`config.mk`:
```
export PLATFORM = sky130hd
export DESIGN_NAME = fetch_stage
export DESIGN_NICKNAME = d
export VERILOG_FILES = /design/src/rtl/fetch_stage.sv
export SDC_FILE = /design/constraint.sdc
export NUM_CORES = 1
export LEC_CHECK = 0
export CORE_MARGIN = 4
export CORE_UTILIZATION = 63
export DETAILED_ROUTE_END_ITERATION = 7
export DONT_BUFFER_PORTS = 1
export HOLD_SLACK_MARGIN = 0.08
export PLACE_DENSITY = 0.9
export SYNTH_ARGS = -nofsm -noshare
export SYNTH_HDL_FRONTEND = slang
export SYNTH_SLANG_ARGS = --single-unit
```
`constraint.sdc`:
```
create_clock -name clk -period 2.37 [get_ports clk]
set_clock_uncertainty 0.05 [all_clocks]
set_input_delay 0.474 -clock clk [delete_from_list [all_inputs] [get_ports clk]]
set_output_delay 0.474 -clock clk [all_outputs]
set_load 0.02 [all_outputs]
```
`src/rtl/fetch_stage.sv`:
```
// fetch_stage: IF stage -- owns the PC, prefetches from 1-cycle imem, presents {ir, pc, valid} to ID
//   clk, reset (async active-low)
//   instr_addr/instr_stall/instr_clear -> imem, instr_in <- imem (data one cycle after issue)
//   stall_id, redirect, redirect_pc <- ID/EX; ir_ID, pc_ID, valid_ID -> ID
module fetch_stage #(
    parameter logic [31:0] pc_init = 32'h8002_0000,
    parameter int          depth   = 2
) (
    input  logic        clk,
    input  logic        reset,
    output logic [31:0] instr_addr,
    input  logic [31:0] instr_in,
    output logic        instr_stall,
    output logic        instr_clear,
    input  logic        stall_id,
    input  logic        redirect,
    input  logic [31:0] redirect_pc,
    output logic [31:0] ir_ID,
    output logic [31:0] pc_ID,
    output logic        valid_ID
);
    localparam int PW = $clog2(depth);
    localparam int CW = $clog2(depth + 1);
    logic [31:0]   pc, req_pc;
    logic          inflight;
    logic [CW-1:0] count;
    logic [PW-1:0] head, tail;
    logic [31:0]   q_ir [depth];
    logic [31:0]   q_pc [depth];
    logic          pop, push, issue;
    function automatic logic [PW-1:0] nxt(input logic [PW-1:0] p);
        return (int'(p) == depth - 1) ? '0 : p + 1'b1;
    endfunction
    // The in-flight read already owns a queue slot, so it counts toward occupancy.
    always_comb begin
        valid_ID    = count != '0;
        pop         = valid_ID & ~stall_id & ~redirect;
        push        = inflight & ~redirect;
        issue       = reset & ~redirect & (int'(count) + int'(inflight) < depth + int'(pop));
        instr_stall = ~issue;
        instr_clear = redirect;
        instr_addr  = pc;
        ir_ID       = valid_ID ? q_ir[head] : '0;
        pc_ID       = valid_ID ? q_pc[head] : '0;
    end
    always_ff @(posedge clk or negedge reset) begin
        if (!reset) begin
            pc       <= pc_init;
            req_pc   <= '0;
            inflight <= 1'b0;
            count    <= '0;
            head     <= '0;
            tail     <= '0;
            for (int i = 0; i < depth; i++) begin
                q_ir[i] <= '0;
                q_pc[i] <= '0;
            end
        end else if (redirect) begin
            pc       <= redirect_pc;
            inflight <= 1'b0;
            count    <= '0;
            head     <= '0;
            tail     <= '0;
        end else begin
            if (issue) begin
                pc     <= pc + 32'd4;
                req_pc <= pc;
            end
            inflight <= issue;
            if (push) begin
                q_ir[tail] <= instr_in;
                q_pc[tail] <= req_pc;
                tail       <= nxt(tail);
            end
            if (pop)
                head <= nxt(head);
            count <= count + CW'(push) - CW'(pop);
        end
    end
endmodule
```
# Word level (Yosys, flattened, before mapping)
# Index checks and enable logic that the tools add are counted.
# W data, S select, Z words.
# classes
magnitude_cmp	4
reduce_logical	7
bitwise	10
n_mux	22
addsub	7
# ops
cell	n
$mux W32	11
$bwmux W64	2
$add A32 B3 Y32 const B	1
$demux W32 S1	1
$reduce_bool A2 Y1	4
$mux W1	7
$and A1 B1 Y1	5
$ge A2 B2 Y1 const B	2
$not A1 Y2	2
$reduce_and A2 Y1	2
$add A2 B1 Y3	1
$add A2 B1 Y3 const A	1
$lt A3 B3 Y1	1
$not A1 Y1	3
$add A1 B1 Y1 const B	2
$add A2 B1 Y2	1
$lt A2 B1 Y1 const B	1
$mux W2	1
$sub A2 B1 Y2	1
$logic_and A1 B1 Y1	1
# totals
out_inout_bits	99
register_bits	197
wordCells	60
inputBits	68

# Longest topological paths before layout
# logic_depth
depth_word	8
depth_mapped	9
ltp_nobuf	8

# Worst setup path after synthesis
# Ideal clock, no wire load.
# synth_path
path_kind	in2reg
startpoint	input port redirect
endpoint	register count[0]
path_slack_ns	0.103
t_arrival_ns	2.085
stages	8
required_ns	2.189
setup_ns	0.131
n_path_buf	3
path_cell_list	clkbuf_1 clkbuf_1 clkbuf_1 nor3_1 ha_1 inv_1 ha_1 nor2b_1
# synth_between
elab_chain_cells	5
word_cells_on_any_way	6
classes_between	2 x add/sub; 1 x mux; 3 x bitwise
# synth_lines
item	line_no	text
start, declared	16	input logic redirect,
$not A1 Y1 (no line)	--	
$and A1 B1 Y1	38	push = inflight & ~redirect;
$add A2 B1 Y2	77	count <= count + CW'(push) - CW'(pop);
$sub A2 B1 Y2	77	
$mux W2 *	58	end else if (redirect) begin
end signal, assigned	77	
end, declared	26	logic [CW-1:0] count;
# Mark *: on every way between the ends. The rest lies on a longest branch, timed or not.
# A chain may end at the register's enable or synchronous reset.

# Worst setup path in the final report
# layout_path
startpoint	register head
endpoint	output port pc_ID[10]
# layout_between
elab_chain_cells	5
# layout_lines
item	line_no	text
start, declared	27	logic [PW-1:0] head, tail;
start signal, assigned	76	head <= nxt(head);
$not A1 Y2 (implied by the code)	44	pc_ID = valid_ID ? q_pc[head] : '0;
$mux W32 (implied by the code) (3 in a row)	44	
$mux W32	44	
end, declared	19	output logic [31:0] pc_ID,
# No other way between the ends. The select of a mux whose other input is x is not followed.

==> flow_metrics.tcl <==
set metrics [dict create \
    status "finished with violations" \
    failed_checks "negative hold slack" \
    insertion_delay_ns 0.42 \
    dieArea_mm2 0.0162 \
    fin_cells 927 \
    setup_slack_ns 0.0690 \
    yosysWarnings 0 \
    grt_pass1_vias 6074 \
    leakage_nw 4.27 \
    swShare 0.301 \
    synth.distinct_cells 44 \
    htree_levels 4 \
    fin_util 0.716 \
    placed_cells_incl_taps 892 \
    io_pins 167 \
    coreArea_mm2 0.0139 \
    final-seq-area_mm2 0.00494 \
    antenna_found_initial 0 \
    worst-endpoint-arrival_ns 1.78 \
    fin_crit_sh 0.971 \
    clockPowerShare 0.260 \
    worst_setup_path_start_kind "flop" \
    crit_path_max_fanout 27 \
    drv_slew 0 \
    worst_pin_slew_ns 0.451 \
    drt-initial-drc-count 580 \
    dp_hpwl_um 13400 \
    ff2ff_setup_slack_ns 0.13 \
    grt_use_total 0.250 \
    ys_seq_area_frac 0.550 \
    nets 808 \
    p_total_mw 9.93 \
    io_buffers 0 \
    finalSetupTns_ns 0 \
    internal_power_mw 6.94 \
    setup_violations 0 \
    crit_type "flop to output port" \
    cts_hold_buf 2 \
    r2r-start "count[0]$_DFF_PN0_" \
    synth_area_mm2 0.00897 \
    cts_tree "built" \
    required_ns 1.85 \
    fmax_mhz 435 \
    peakVddDrop_mv 0.630 \
    multiInputGateArea_mm2 0.00388 \
    hold_slack_ns -0.302 \
    routed_wl_um 19700 \
    combPwrFrac 0.228 \
    holdCritPathClass "primary input to asynchronous set/reset pin" \
    place_area_mm2 0.00937 \
    timing.rr.end "instr_addr[31]$_DFFE_PN1P_" \
    post-place-ws_ns -0.00662 \
    switchingPower_mw 2.99 \
    avgViaCountPerCell 6.13 \
    stdcell_area_mm2 0.00998 \
    dr.pass1.iters 5 \
    grt-ovfl-total 0 \
    slew-limit-headroom 0.698 \
    die_y_um 127 \
    die_x_um 127 \
    clk_pin_slew_ns 0.06 \
    ys_seq_elements 197 \
    avgSynthCellArea_um2 12.5 \
    fillers 893 \
    p_seq_frac 0.512 \
    cap_violations 0 \
    remaining_drc_errors 0 \
    place.gp.congestion 0.906 \
    reg2regPathDepth 8 \
    period_needed_ns 2.30 \
    grt_max_degree 200 \
    rsz0062_at_grt "no" \
    diodes 0 \
    cts_buffers 17 \
    p_per_area_mw_per_mm2 995 \
    drive_gt1_frac 0.303 \
    synthToLayoutAreaGrowth_pct 11.2 \
    hold_viol 197 \
    cts_sinks 197 \
    syn-num-nets 792 \
    synthCells 719 \
    fp-row-count 43 \
    cts_root_buffer "clkbuf_16" \
    end_kind "output port" \
    ant_nets 0 \
    grt_pass1_wl_um 31900 \
    wl_per_cell_um 21.3 \
    cts_buffer_depth 2 \
    start_util 0.644 \
    via_count 5680 \
]
==> sequential cells by signal, summed over array words and instances (netlist names) <==
name and flops:
req_pc 32, q_ir 64, tail 1, count 2, head 1, q_pc 64
inflight 1, instr_addr 32
==> cell type report <==
cell class | count | area share
well taps | 180 | 0.0226
flip-flops and latches | 197 | 0.495
clock inverters | 10 | 0.00740
inverters | 8 | 0.00301
clock buffers | 21 | 0.0451
multi-input cells | 472 | 0.389
repair buffers | 39 | 0.0386
==> power groups by stage <==
stage	Sequential [mW]	Combinational, mW	Clock [mW]
floorplan	4.95	1.79	0
global placement	5.02	2.11	0
detailed placement	5.13	2.24	0
CTS	5.08	2.27	2.63
global route	5.21	2.46	2.79
finish	5.09	2.26	2.58
==> placed cells by master (no fill, tap or decap), types with 4 or more instances in the layout <==
master	netlist	layout
buf_12	0	7
buf_4	3	30
clkbuf_16	0	17
dfrtp_1	195	194
inv_1	6	6
inv_6	0	4
mux2_1	21	21
mux2_2	138	138
mux2i_1	65	65
nand2_1	39	39
nand3_1	20	19
nand4_1	19	19
nor2_1	75	71
o211ai_1	5	5
o21ai_0	28	28
xnor2_1	5	5
xor2_1	21	21
==> cells by family (layout without fill, tap and decap cells) <==
group	after synthesis	count (layout)	share of synthesized area
multiplexers	224	224	0.272
flip-flops	197	197	0.550
AND/OR/NAND/NOR	179	179	0.0955
buffers and inverters	50	78	0.0251
AO/OA/AOI/OAI	38	38	0.0252
XOR/XNOR	26	26	0.0254
adder cells (fa/ha/maj)	5	5	0.00697
==> worst max path at each step <==
| stage | slack, ns | from | cells after the start | to |
|---|---|---|---|---|
| 3_5_place_dp | -0.007 | count[0]$_DFF_PN0_ | 8 | instr_addr[31]$_DFFE_PN1P_ |
| 5_1_grt | 0.0002 | count[0]$_DFF_PN0_ | 7 | instr_stall |
| 4_1_cts | 0.02 | inflight$_DFF_PN0_ | 7 | instr_stall |
| 2_1_floorplan | 0.10 | redirect | 8 | count[0]$_DFF_PN0_ |
| 6_report | 0.07 | head$_DFFE_PN0P_ | 3 | pc_ID[10] |
| 3_3_place_gp | 0.18 | count[0]$_DFF_PN0_ | 8 | instr_addr[31]$_DFFE_PN1P_ |
==> worst max-delay path: stages (launching register included) <==
cell and delay, ns:
dfrtp_4 0.59, buf_12 0.27, mux2i_1 0.14, nor2_1 0.34
==> metal layers <==
metal  wire (µm)  vias up  global-route usage
li1            -     2550                   -
met1        7710     2834               0.307
met2        9710      243               0.408
met3        1760       53              0.0828
met4         532        0               0.104
met5           0        -                   0
==> timing repair <==
action / 4_1_cts / 5_1_grt
pin swaps: 1 / 3
setup endpoints to repair: 2 / 5
endpoints found under the hold margin: 203 / 197
setup buffers: 2 / 0
gates resized for setup: 4 / 6
==> synthesized netlist by cell type (all sizes together) <==
| cell | instances | area [µm²] |
|---|---|---|
| o31ai | 2 | 28.8 |
| nand3 | 21 | 110 |
| inv | 8 | 30.0 |
| mux2i | 65 | 651 |
| clkbuf | 16 | 60.1 |
| or4 | 1 | 7.51 |
| a31oi | 1 | 6.26 |
| and3 | 3 | 18.8 |
| nand2b | 1 | 6.26 |
| mux2 | 159 | 1790 |
| buf | 26 | 135 |
| and4 | 1 | 8.76 |
| dfstp | 2 | 52.6 |
| or3 | 1 | 6.26 |
| or3b | 1 | 8.76 |
| dfrtp | 195 | 4880 |
| nor2b | 2 | 12.5 |
| nand4 | 20 | 140 |
| and4b | 1 | 10.0 |
| nand4b | 2 | 17.5 |
| nand2 | 40 | 153 |
| xor2 | 21 | 184 |
| a21oi | 1 | 5.00 |
| o211ai | 5 | 37.5 |
| nor4 | 1 | 6.26 |
| nor2 | 77 | 299 |
| or2 | 1 | 6.26 |
| xnor2 | 5 | 43.8 |
| nor3 | 6 | 46.3 |
| o311ai | 1 | 8.76 |
| ha | 5 | 62.6 |
| o21ai | 28 | 140 |
(Power assumes the default switching activity.)
